$ cat config.mk
export PLATFORM = sky130hd
export DESIGN_NAME = fb_readback
export DESIGN_NICKNAME = d
export VERILOG_FILES = /design/src/rtl/fb_readback.sv
export SDC_FILE = /design/constraint.sdc
export NUM_CORES = 1
export LEC_CHECK = 0
export CORE_MARGIN = 1
export CORE_UTILIZATION = 45
export DETAILED_ROUTE_END_ITERATION = 8
export MAX_ROUTING_LAYER = met4
export PLACE_DENSITY = 0.67
export SYNTH_ARGS = -nofsm -noshare
export SYNTH_HDL_FRONTEND = slang
export SYNTH_SLANG_ARGS = --single-unit
$ cat constraint.sdc
create_clock -name mem_clk -period 3.41 [get_ports mem_clk]
set_input_delay 1.023 -clock mem_clk [delete_from_list [all_inputs] [get_ports mem_clk]]
set_output_delay 1.023 -clock mem_clk [all_outputs]
set_load 0.1 [all_outputs]
$ cat src/rtl/fb_readback.sv
// Frame-buffer readback: fetches BURST-word SDRAM reads into a word FIFO
// and serialises each word to the transmit path as two bytes, low byte first.
module fb_readback #(
  parameter int unsigned FIFO_AW = 5,
  parameter int unsigned BURST   = 8
) (
  input  logic        mem_clk,
  input  logic        rst,
  input  logic        cmd_valid,
  input  logic [24:0] cmd_addr,
  input  logic [15:0] cmd_len,
  output logic        cmd_ready,
  input  logic        mem_idle,
  output logic        mem_rd_req,
  output logic [24:0] mem_rd_addr,
  input  logic        mem_ack,
  input  logic        mem_rd_valid,
  input  logic [15:0] mem_rd_data,
  output logic [7:0]  tx_data,
  output logic        tx_valid,
  input  logic        tx_ready,
  output logic        busy,
  output logic        done
);
  localparam int unsigned DEPTH  = 1 << FIFO_AW;
  localparam int unsigned CNT_W  = FIFO_AW + 1;
  localparam int unsigned BEAT_W = $clog2(BURST + 1);

  typedef enum logic [1:0] {IDLE, REQ, WAIT_DATA, DRAIN} state_t;
  state_t state, state_nxt;

  logic [15:0]        fifo_mem [DEPTH];
  logic [FIFO_AW-1:0] wr_ptr, rd_ptr;
  logic [CNT_W-1:0]   fifo_cnt;
  logic [15:0]        rd_word;
  logic [15:0]        bursts_left, bursts_nxt;
  logic [BEAT_W-1:0]  beat_cnt, beat_nxt;
  logic [24:0]        addr_nxt;
  logic [7:0]         hi_byte;
  logic               req_nxt, done_nxt, fifo_wr, fifo_rd;
  logic               tx_take, tx_hi, space_ok, fifo_empty;

  assign rd_word    = fifo_mem[rd_ptr];
  assign fifo_empty = (fifo_cnt == '0);
  // A burst is only requested when the whole burst is guaranteed to fit.
  assign space_ok   = (CNT_W'(DEPTH) - fifo_cnt) >= CNT_W'(BURST);
  assign tx_take    = tx_valid & tx_ready;
  assign fifo_rd    = !fifo_empty && (!tx_valid || (tx_take && tx_hi));

  always_ff @(posedge mem_clk) begin
    if (rst) state <= IDLE;
    else     state <= state_nxt;
  end

  always_comb begin
    state_nxt  = state;
    req_nxt    = mem_rd_req;
    addr_nxt   = mem_rd_addr;
    bursts_nxt = bursts_left;
    beat_nxt   = beat_cnt;
    done_nxt   = 1'b0;
    fifo_wr    = 1'b0;
    case (state)
      IDLE: begin
        if (cmd_valid) begin
          if (cmd_len == '0) begin
            done_nxt = 1'b1;
          end else begin
            addr_nxt   = cmd_addr & ~25'h7;
            bursts_nxt = cmd_len;
            state_nxt  = REQ;
          end
        end
      end
      REQ: begin
        if (mem_rd_req) begin
          if (mem_ack) begin
            req_nxt    = 1'b0;
            addr_nxt   = mem_rd_addr + 25'(BURST);
            bursts_nxt = bursts_left - 16'd1;
            beat_nxt   = '0;
            state_nxt  = WAIT_DATA;
          end
        end else if (mem_idle && space_ok) begin
          req_nxt = 1'b1;
        end
      end
      WAIT_DATA: begin
        if (mem_rd_valid) begin
          fifo_wr  = 1'b1;
          beat_nxt = beat_cnt + BEAT_W'(1);
          if (beat_cnt == BEAT_W'(BURST - 1))
            state_nxt = (bursts_left != '0) ? REQ : DRAIN;
        end
      end
      DRAIN: begin
        // Finished once the high byte of the final word is accepted.
        if (fifo_empty && (!tx_valid || (tx_take && tx_hi))) begin
          done_nxt  = 1'b1;
          state_nxt = IDLE;
        end
      end
      default: state_nxt = IDLE;
    endcase
  end

  always_ff @(posedge mem_clk) begin
    if (fifo_wr) fifo_mem[wr_ptr] <= mem_rd_data;
  end

  always_ff @(posedge mem_clk) begin
    if (rst) begin
      mem_rd_req  <= 1'b0;
      mem_rd_addr <= '0;
      bursts_left <= '0;
      beat_cnt    <= '0;
      done        <= 1'b0;
      busy        <= 1'b0;
      cmd_ready   <= 1'b1;
      wr_ptr      <= '0;
      rd_ptr      <= '0;
      fifo_cnt    <= '0;
      tx_valid    <= 1'b0;
      tx_data     <= '0;
      tx_hi       <= 1'b0;
      hi_byte     <= '0;
    end else begin
      mem_rd_req  <= req_nxt;
      mem_rd_addr <= addr_nxt;
      bursts_left <= bursts_nxt;
      beat_cnt    <= beat_nxt;
      done        <= done_nxt;
      busy        <= (state_nxt != IDLE);
      cmd_ready   <= (state_nxt == IDLE);
      if (fifo_wr) wr_ptr <= wr_ptr + FIFO_AW'(1);
      fifo_cnt <= fifo_cnt + CNT_W'(fifo_wr) - CNT_W'(fifo_rd);
      // Byte serialiser: load a word, send low byte, then high byte.
      if (fifo_rd) begin
        tx_data  <= rd_word[7:0];
        hi_byte  <= rd_word[15:8];
        tx_valid <= 1'b1;
        tx_hi    <= 1'b0;
        rd_ptr   <= rd_ptr + FIFO_AW'(1);
      end else if (tx_take) begin
        if (!tx_hi) begin
          tx_data <= hi_byte;
          tx_hi   <= 1'b1;
        end else begin
          tx_valid <= 1'b0;
        end
      end
    end
  end
endmodule

==> results_tabular.tex, run 1 <==
\begin{tabular}{lr}
\hline
Metric & Value \\
\hline
\multicolumn{2}{l}{\textbf{Run status}} \\
\quad Run status & completed \\
\multicolumn{2}{l}{\textbf{STA}} \\
\quad Achievable clock frequency & 0.361 GHz \\
\quad RSZ-0062 raised after global routing & false \\
\quad Shortest clock period the worst path allows after layout & 2.77 ns \\
\quad Setup WS post-layout & 0.637 ns \\
\quad Hold slack & roughly 0.5 ns \\
\quad Setup skew after layout & roughly 0.022 ns \\
\quad Total negative slack & 0 ns \\
\quad Count of pins over their slew limit & 0 \\
\quad Crit share post-route & 81.3\% \\
\quad Setup violation total in the final timing report & 0 \\
\quad Count of endpoints failing hold in the final timing report & 0 \\
\quad Worst Tran Pin Value & 1.23 ns \\
\quad Worst max-slew margin expressed relative to the limit & 16.8\% \\
\multicolumn{2}{l}{\textbf{Pwr}} \\
\quad Worst ir drop on vdd & 0.000407 V \\
\quad Final Total Pwr & 18.9 mW \\
\quad Leakage power total & 9.24 nW \\
\quad Pwr Density & approximately 670 nW/um2 \\
\multicolumn{2}{l}{\textbf{Place}} \\
\quad Post-DP Area & 26600 um2 \\
\quad Placed Cells & 2238 \\
\quad Setup slack after placement & 0.0556 ns \\
\quad Quantity of I/O buffers inserted on ports & 95 \\
\quad Routability congestion estimate from global placement & around 0.90 \\
\quad Hpwl dp & 35800 um \\
\multicolumn{2}{l}{\textbf{Worst setup path}} \\
\quad Arrival time at the worst endpoint & between 3 and 4 ns \\
\quad Worst-case reg-to-reg path depth & 5 \\
\quad Worst-path maximum fanout & 3 \\
\quad Dominant cell type by count on the critical path & nor2\_1 \\
\quad Data required time at the worst endpoint & 3.88 ns \\
\quad Kind of capture point of the worst setup path & flip-flop \\
\quad Ordered cell list for the critical path & clkdlybuf4s50\_1 -> a21boi\_0 -> buf\_4 -> a21oi\_2 -> nand2\_1 -> nand2\_1 -> ha\_1 -> inv\_1 -> fa\_1 -> nor2\_1 -> nor2\_1 -> o21bai\_1 -> xnor2\_1 -> nor2\_1 \\
\quad Worst R2R End & hi\_byte[4]\$\_SDFFE\_PP0P\_ \\
\quad Highest cell delay on the worst timing path & approximately 0.50 ns \\
\quad Kind of launch point of the worst setup path & primary input \\
\quad Sum of buffers and inverters on the critical path & 3 \\
\quad Reg2Reg Setup Slack & 0.85 ns \\
\quad Worst setup path category & in2reg \\
\quad Kind of cell adding the most delay to the critical path & buffers and inverters \\
\quad Library cell contributing the largest single delay on the critical path & clkdlybuf4s50\_1 \\
\multicolumn{2}{l}{\textbf{Detailed routing}} \\
\quad Number of DRC violations after detailed routing & 0 \\
\quad Antenna-violating nets left & 0 \\
\quad Ratio of routed vias to standard cells & roughly 6 \\
\quad Post-detailed-routing wire length & around 57000 um \\
\quad 1st-pass router iterations & 5 \\
\quad Via total after detailed routing & about 14000 \\
\quad Post-detailed-route wirelength per cell & roughly 24 um \\
\quad Number of DRC violations after detailed-routing iteration 0 & 1378 \\
\multicolumn{2}{l}{\textbf{Synthesis}} \\
\quad Count leader, synth & edfxtp\_1 \\
\quad Top area cells in the synthesized netlist & edfxtp\_1, mux4\_2, dfxtp\_1, nor2\_1, ha\_1 \\
\quad Top cell types by occurrence after synthesis & edfxtp\_1, mux4\_2, nor2\_1, dfxtp\_1, nand2\_1 \\
\quad Async set-or-reset flop fraction in the synthesized netlist & 0\% \\
\quad \#FFs+latches synth & 599 \\
\quad Yosys warnings & 0 \\
\quad Register area share after synthesis & 69.9\% \\
\quad Area share of the largest cell type after synthesis & 62.8\% \\
\quad Most used flip-flop cell after synthesis & edfxtp\_1 \\
\quad Post-synth EDFFs & 512 \\
\quad Post-synth top area cell & edfxtp\_1 \\
\quad Syn Area/Cell & 17.0 um2 \\
\quad Mapped Area & 24500 um2 \\
\quad Gate count after technology mapping & 1437 \\
\quad Netlist cell types & 77 \\
\multicolumn{2}{l}{\textbf{Clocking}} \\
\quad Clock latency on the worst-skew pair & 0.62 ns \\
\quad H-tree levels & 2 \\
\quad Post-CTS setup buffer count & 0 \\
\quad TritonCTS clock tree & built \\
\quad Clock root buffer & clkbuf\_16 \\
\quad Clock-pin slew on the worst setup and hold paths & roughly 0.060 ns \\
\quad Max Root-Sink Buffers & 3 \\
\quad Num CTS Buffers & 58 \\
\quad Number of clock sinks & 599 \\
\quad Count of cells resized by post-cts repair & 0 \\
\quad CTS hold repair buffers & 0 \\
\multicolumn{2}{l}{\textbf{Die}} \\
\quad Die span in y & 235 um \\
\quad Starting Density & 45.5\% \\
\quad Core area & 53800 um2 \\
\quad Count of standard-cell rows & between 80 and 90 \\
\quad Number of primary I/O pins & 102 \\
\quad Area of the die & between 50000 and 60000 um2 \\
\quad Overall die width & around 240 um \\
\multicolumn{2}{l}{\textbf{Global routing}} \\
\quad Vias in the first global route & approximately 14000 \\
\quad Total global-route track usage & 21.4\% \\
\quad Number of antenna violations at the first check in global routing & 1 \\
\quad Maximum number of pins on one net before global-route repair & 80 \\
\quad GR Overflow Total & 0 \\
\quad Wire length of the first global-routing pass & 85800 um \\
\multicolumn{2}{l}{\textbf{Min path}} \\
\quad Number of cells on the worst hold path & 2 \\
\quad Worst hold path startpoint & bursts\_left[11]\$\_SDFFE\_PP0P\_ \\
\quad Class of the tightest hold or removal check & reg2reg \\
\quad Worst min-delay path endpoint & bursts\_left[11]\$\_SDFFE\_PP0P\_ \\
\multicolumn{2}{l}{\textbf{Final layout}} \\
\quad Final Net Count & 1689 \\
\quad Post-Layout Inst Area & 28500 um2 \\
\quad Post-layout utilization of the core & 52.9\% \\
\quad Area taken by flip-flops and latches & 17100 um2 \\
\quad Area growth from synthesis to layout & 16.2\% \\
\quad Total area of multi-input combinational cells & 6860 um2 \\
\quad Fraction of layout cells with a size suffix above 1 & between 20\% and 30\% \\
\quad Final instance count without filler cells & 2346 \\
\quad Antenna cells & 0 \\
\quad Fill cell instance count of the final layout & 4269 \\
\multicolumn{2}{l}{\textbf{Run}} \\
\quad MaxCap Viol Count & 0 \\
\hline
\end{tabular}
-- how the worst max path moves through the flow --
stage	start	to	slack [ns]	depth (start not counted)
finish	tx_ready	fifo_cnt[4]$_SDFF_PP0_	0.64	14
global route	tx_ready	fifo_cnt[4]$_SDFF_PP0_	0.50	14
CTS	tx_ready	fifo_cnt[4]$_SDFF_PP0_	0.68	14
detailed placement	tx_ready	fifo_cnt[4]$_SDFF_PP0_	0.06	14
global placement	tx_ready	fifo_cnt[4]$_SDFF_PP0_	0.05	14
floorplan	tx_valid$_SDFFE_PP0P_	fifo_cnt[4]$_SDFF_PP0_	0.12	14
-- logic make-up (layout without fill, tap and decap cells) --
kind of cell               after synthesis  in the layout  share of synthesized area [%]
AOI/OAI and AO/OA                      216            216                           6.10
DFF                                    599            599                           69.9
and+or+nand+nor                        302            302                           6.11
xor gates and xnor gates                18             18                          0.644
other                                    1              3                         0.0153
adders and majority gates               23             23                           1.21
buffers and inverters                  115            326                           2.24
muxes                                  163            163                           13.8
-- tightest hold or removal path: stages, from the launching register on --
cell and delay (ns):
dfxtp_1 0.31, o21ai_0 0.07, a21oi_1 0.06
-- final cells by class --
cell class                 count  share of cell area [%]
clock buffer                  80                    5.57
sequential                   599                    60.2
clock inverter                28                   0.818
timing repair buffer         185                    5.83
multi-input combinational    725                    24.1
inverter                      33                   0.435
tap                          696                    3.06
-- routing by layer --
layer,routed length (um),vias up,track usage (%),part of all wire (%)
li1,-,6135,-,-
met2,27000,535,33.1,47
met5,0,-,-,0
met4,1530,0,6.93,2.7
met1,24300,7088,29.0,43
met3,4230,90,3.51,7.4
-- flip-flops by register name (all words and copies together) (netlist names), 5 cells and up, named ones only --
| register | count |
|---|---|
| bursts_left | 16 |
| fifo_cnt | 6 |
| fifo_mem | 512 |
| hi_byte | 8 |
| mem_rd_addr | 22 |
| rd_ptr | 5 |
| tx_data | 8 |
| wr_ptr | 5 |
-- power by group --
part | switching, mW | total (mW) | internal [mW]
Combinational | 2.57 | 4.44 | 1.88
Sequential | 0.248 | 8.39 | 8.14
Clock | 2.64 | 6.11 | 3.47
Total | 5.45 | 18.9 | 13.5
-- cell usage in the layout, fill, tap and decap left out, types with 12 or more instances in the layout --
master | synthesis | routed
edfxtp_1 | 512 | 512
mux4_2 | 140 | 140
buf_4 | 16 | 115
nor2_1 | 96 | 96
dfxtp_1 | 87 | 85
nand2_1 | 72 | 72
clkbuf_16 | 0 | 60
clkdlybuf4s50_1 | 0 | 59
a21oi_1 | 48 | 46
o21ai_0 | 35 | 35
inv_1 | 31 | 31
nand3_1 | 21 | 21
mux2i_1 | 21 | 21
ha_1 | 22 | 21
o22ai_1 | 20 | 20
clkbuf_1 | 40 | 19
nand4_1 | 18 | 18
nor4_1 | 16 | 16
clkinv_1 | 1 | 14
a211oi_1 | 13 | 13
and3_1 | 12 | 12
Power figures use the tool's default switching activity.
==> inputs of run 2 (changes only) <==
==> constraint.sdc (replaced) <==
create_clock -name mem_clk -period 2.4 [get_ports mem_clk]
set_input_delay 0.72 -clock mem_clk [delete_from_list [all_inputs] [get_ports mem_clk]]
set_output_delay 0.72 -clock mem_clk [all_outputs]
set_load 0.1 [all_outputs]
==> run 2 against run 1 <==
  * First-iteration DRC count grew 8.9%
  * Setup slack lost 0.56 ns
  * Sequential power grew 42%
  * Cell count grew 4.5%
  * Critical path depth shrank 7
  * Non-clock buffer count grew 101
  * Flip-flop and latch count is the same
  * Clock skew shrank 0.0070 ns
  * Die area is the same
  * Highest routed layer unchanged
==> results_tabular.tex, run 2 (synthesis results as in run 1) <==
\begin{tabular}{lr}
\hline
Metric & Value \\
\hline
\multicolumn{2}{l}{\textbf{Final layout}} \\
\quad Post-layout utilization of the core & 55.9\% \\
\quad Fill cell instance count of the final layout & 4132 \\
\quad Area growth from synthesis to layout & 22.8\% \\
\quad Post-Layout Inst Area & 30100 um2 \\
\quad Antenna cells & 0 \\
\quad Largest Register & fifo\_mem \\
\quad Most common cell after layout, fill and taps aside & edfxtp\_1 \\
\quad Leading cell types in the layout, fill and taps excluded & edfxtp\_1, buf\_4, mux4\_2 \\
\quad Flip-flop count of the largest register, all copies and words added & 512 \\
\quad Largest registers & fifo\_mem (512), mem\_rd\_addr (22), bursts\_left (16) \\
\quad Final Net Count & 1792 \\
\quad Area taken by flip-flops and latches & 17100 um2 \\
\quad Total area of multi-input combinational cells & 7010 um2 \\
\quad Fraction of layout cells with a size suffix above 1 & 30.8\% \\
\multicolumn{2}{l}{\textbf{Worst setup path}} \\
\quad Kind of capture point of the worst setup path & flip-flop \\
\quad Kind of launch point of the worst setup path & flip-flop \\
\quad Worst-path maximum fanout & 18 \\
\quad Worst-case reg-to-reg path depth & 7 \\
\quad Library cell contributing the largest single delay on the critical path & mux4\_2 \\
\quad Highest cell delay on the worst timing path & 0.54 ns \\
\quad Ordered cell list for the critical path & buf\_12 -> buf\_4 -> buf\_12 -> mux4\_2 -> o22ai\_1 -> a211o\_1 -> o22ai\_1 \\
\quad Worst setup path category & reg2reg \\
\quad Sum of buffers and inverters on the critical path & 3 \\
\quad WP depth & 7 \\
\quad Data required time at the worst endpoint & 2.89 ns \\
\quad Kind of cell adding the most delay to the critical path & compound AO/OA/AOI/OAI gates \\
\quad Arrival time at the worst endpoint & around 2.8 ns \\
\multicolumn{2}{l}{\textbf{Die}} \\
\quad Number of primary I/O pins & 102 \\
\quad Count of standard-cell rows & 85 \\
\quad Starting Density & 45.5\% \\
\quad Area of the die & 55400 um2 \\
\quad Core area & 53800 um2 \\
\quad Overall die width & roughly 240 um \\
\quad Die span in y & about 240 um \\
\multicolumn{2}{l}{\textbf{Detailed routing}} \\
\quad Via total after detailed routing & between 10000 and 15000 \\
\quad Number of DRC violations after detailed-routing iteration 0 & 1500 \\
\quad Post-detailed-route wirelength per cell & 24.2 um \\
\quad Antenna-violating nets left & 0 \\
\quad Ratio of routed vias to standard cells & 5.90 \\
\quad Number of DRC violations after detailed routing & 0 \\
\quad Post-detailed-routing wire length & 59400 um \\
\quad 1st-pass router iterations & 5 \\
\multicolumn{2}{l}{\textbf{Pwr}} \\
\quad Leakage power total & approximately 10 nW \\
\quad Pwr Density & 946 nW/um2 \\
\quad Worst ir drop on vdd & around 0.0006 V \\
\multicolumn{2}{l}{\textbf{Clocking}} \\
\quad CTS hold repair buffers & 0 \\
\quad Number of clock sinks & 599 \\
\quad Clock latency on the worst-skew pair & roughly 0.63 ns \\
\quad TritonCTS clock tree & built \\
\quad Clock root buffer & clkbuf\_16 \\
\quad Clock-pin slew on the worst setup and hold paths & about 0.060 ns \\
\quad Num CTS Buffers & 60 \\
\quad H-tree levels & 2 \\
\quad Max Root-Sink Buffers & 3 \\
\multicolumn{2}{l}{\textbf{Min path}} \\
\quad Class of the tightest hold or removal check & reg2reg \\
\quad Number of cells on the worst hold path & 1 \\
\multicolumn{2}{l}{\textbf{Run}} \\
\quad MaxCap Viol Count & 0 \\
\multicolumn{2}{l}{\textbf{STA}} \\
\quad Count of endpoints failing hold in the final timing report & 0 \\
\quad Shortest clock period the worst path allows after layout & 2.32 ns \\
\quad RSZ-0062 raised after global routing & true \\
\quad Crit share post-route & 96.7\% \\
\quad Count of pins over their slew limit & 0 \\
\quad Setup skew after layout & 0.0152 ns \\
\quad Setup violation total in the final timing report & 0 \\
\quad Achievable clock frequency & roughly 0.43 GHz \\
\quad Worst max-slew margin expressed relative to the limit & 43.8\% \\
\quad Worst Tran Pin Value & roughly 0.84 ns \\
\multicolumn{2}{l}{\textbf{Global routing}} \\
\quad Total global-route track usage & 22.5\% \\
\quad Maximum number of pins on one net before global-route repair & 80 \\
\quad Vias in the first global route & 14700 \\
\quad Wire length of the first global-routing pass & 90400 um \\
\quad GR Overflow Total & 0 \\
\quad Number of antenna violations at the first check in global routing & 0 \\
\multicolumn{2}{l}{\textbf{Run status}} \\
\quad Run status & completed \\
\multicolumn{2}{l}{\textbf{Place}} \\
\quad Routability congestion estimate from global placement & 0.882 \\
\quad Hpwl dp & 38300 um \\
\quad Quantity of I/O buffers inserted on ports & 95 \\
\quad Post-DP Area & about 28000 um2 \\
\hline
\end{tabular}
run 2: cell types whose count changed in the layout (fill, tap and decap cells not counted), sizes merged:
cell    change
bufinv      +5
clkinv      -3
buf       +101
inv         +5
clkbuf      -2
run 2: timing repair:
action	in CTS	in global routing
hold endpoints to repair	0	0
buffers inserted	1	3
setup endpoints to repair	3	5
pin swaps	2	6
resized for setup	4	7
run 2: final timing paths:
path,from,end,slack [ns]
setup / recovery,flip-flop,tx_data[1]$_SDFFE_PP0P_,0.08
hold / removal,hi_byte[0]$_SDFFE_PP0P_,hi_byte[0]$_SDFFE_PP0P_,0.47
setup reg to reg,flip-flop,tx_data[1]$_SDFFE_PP0P_,0.08
hold reg to reg,hi_byte[0]$_SDFFE_PP0P_,hi_byte[0]$_SDFFE_PP0P_,0.47
run 2: stage by stage:
step | worst slack, ns | instances | hold WS [ns] | total power, mW | TNS, ns
detailed placement | -0.518 | 2335 | 0.457 | 18.8 | -64.36
global placement | -0.501 | 2335 | 0.452 | 18.8 | -76.59
finish | 0.0803 | 2452 | 0.471 | 28.4 | 0
global route | -0.0514 | 2452 | 0.483 | 29.5 | -0.0673
floorplan | -0.187 | 1439 | 0.441 | 16.8 | -1.90
CTS | 0.0208 | 2449 | 0.472 | 28.6 | 0
run 2: layout make-up:
| class | count | area share [%] |
|---|---|---|
| clock buffer | 78 | 5.49 |
| multi-input combinational | 725 | 23.3 |
| tap | 696 | 2.90 |
| timing repair buffer | 286 | 9.49 |
| inverter | 33 | 0.412 |
| clock inverter | 35 | 1.39 |
| sequential | 599 | 57.0 |
run 2: report_power, final:
part / switching [mW] / leakage, nW / internal [mW] / total, mW
Combinational: 3.68 / 3.65 / 3.10 / 6.78
Clock: 4.01 / 1.01 / 5.73 / 9.74
Sequential: 0.350 / 5.32 / 11.6 / 11.9
Total: 8.04 / 9.99 / 20.4 / 28.4
run 2: metal layers:
metal	GRT usage [%]	share of wire (%)	vias up	wire (um)
met4	7.43	3.0	0	1760
met1	29.8	42	7413	24800
met3	3.61	6.9	114	4090
met2	35.6	48	590	28700
li1	-	-	6352	-
met5	-	0	-	0
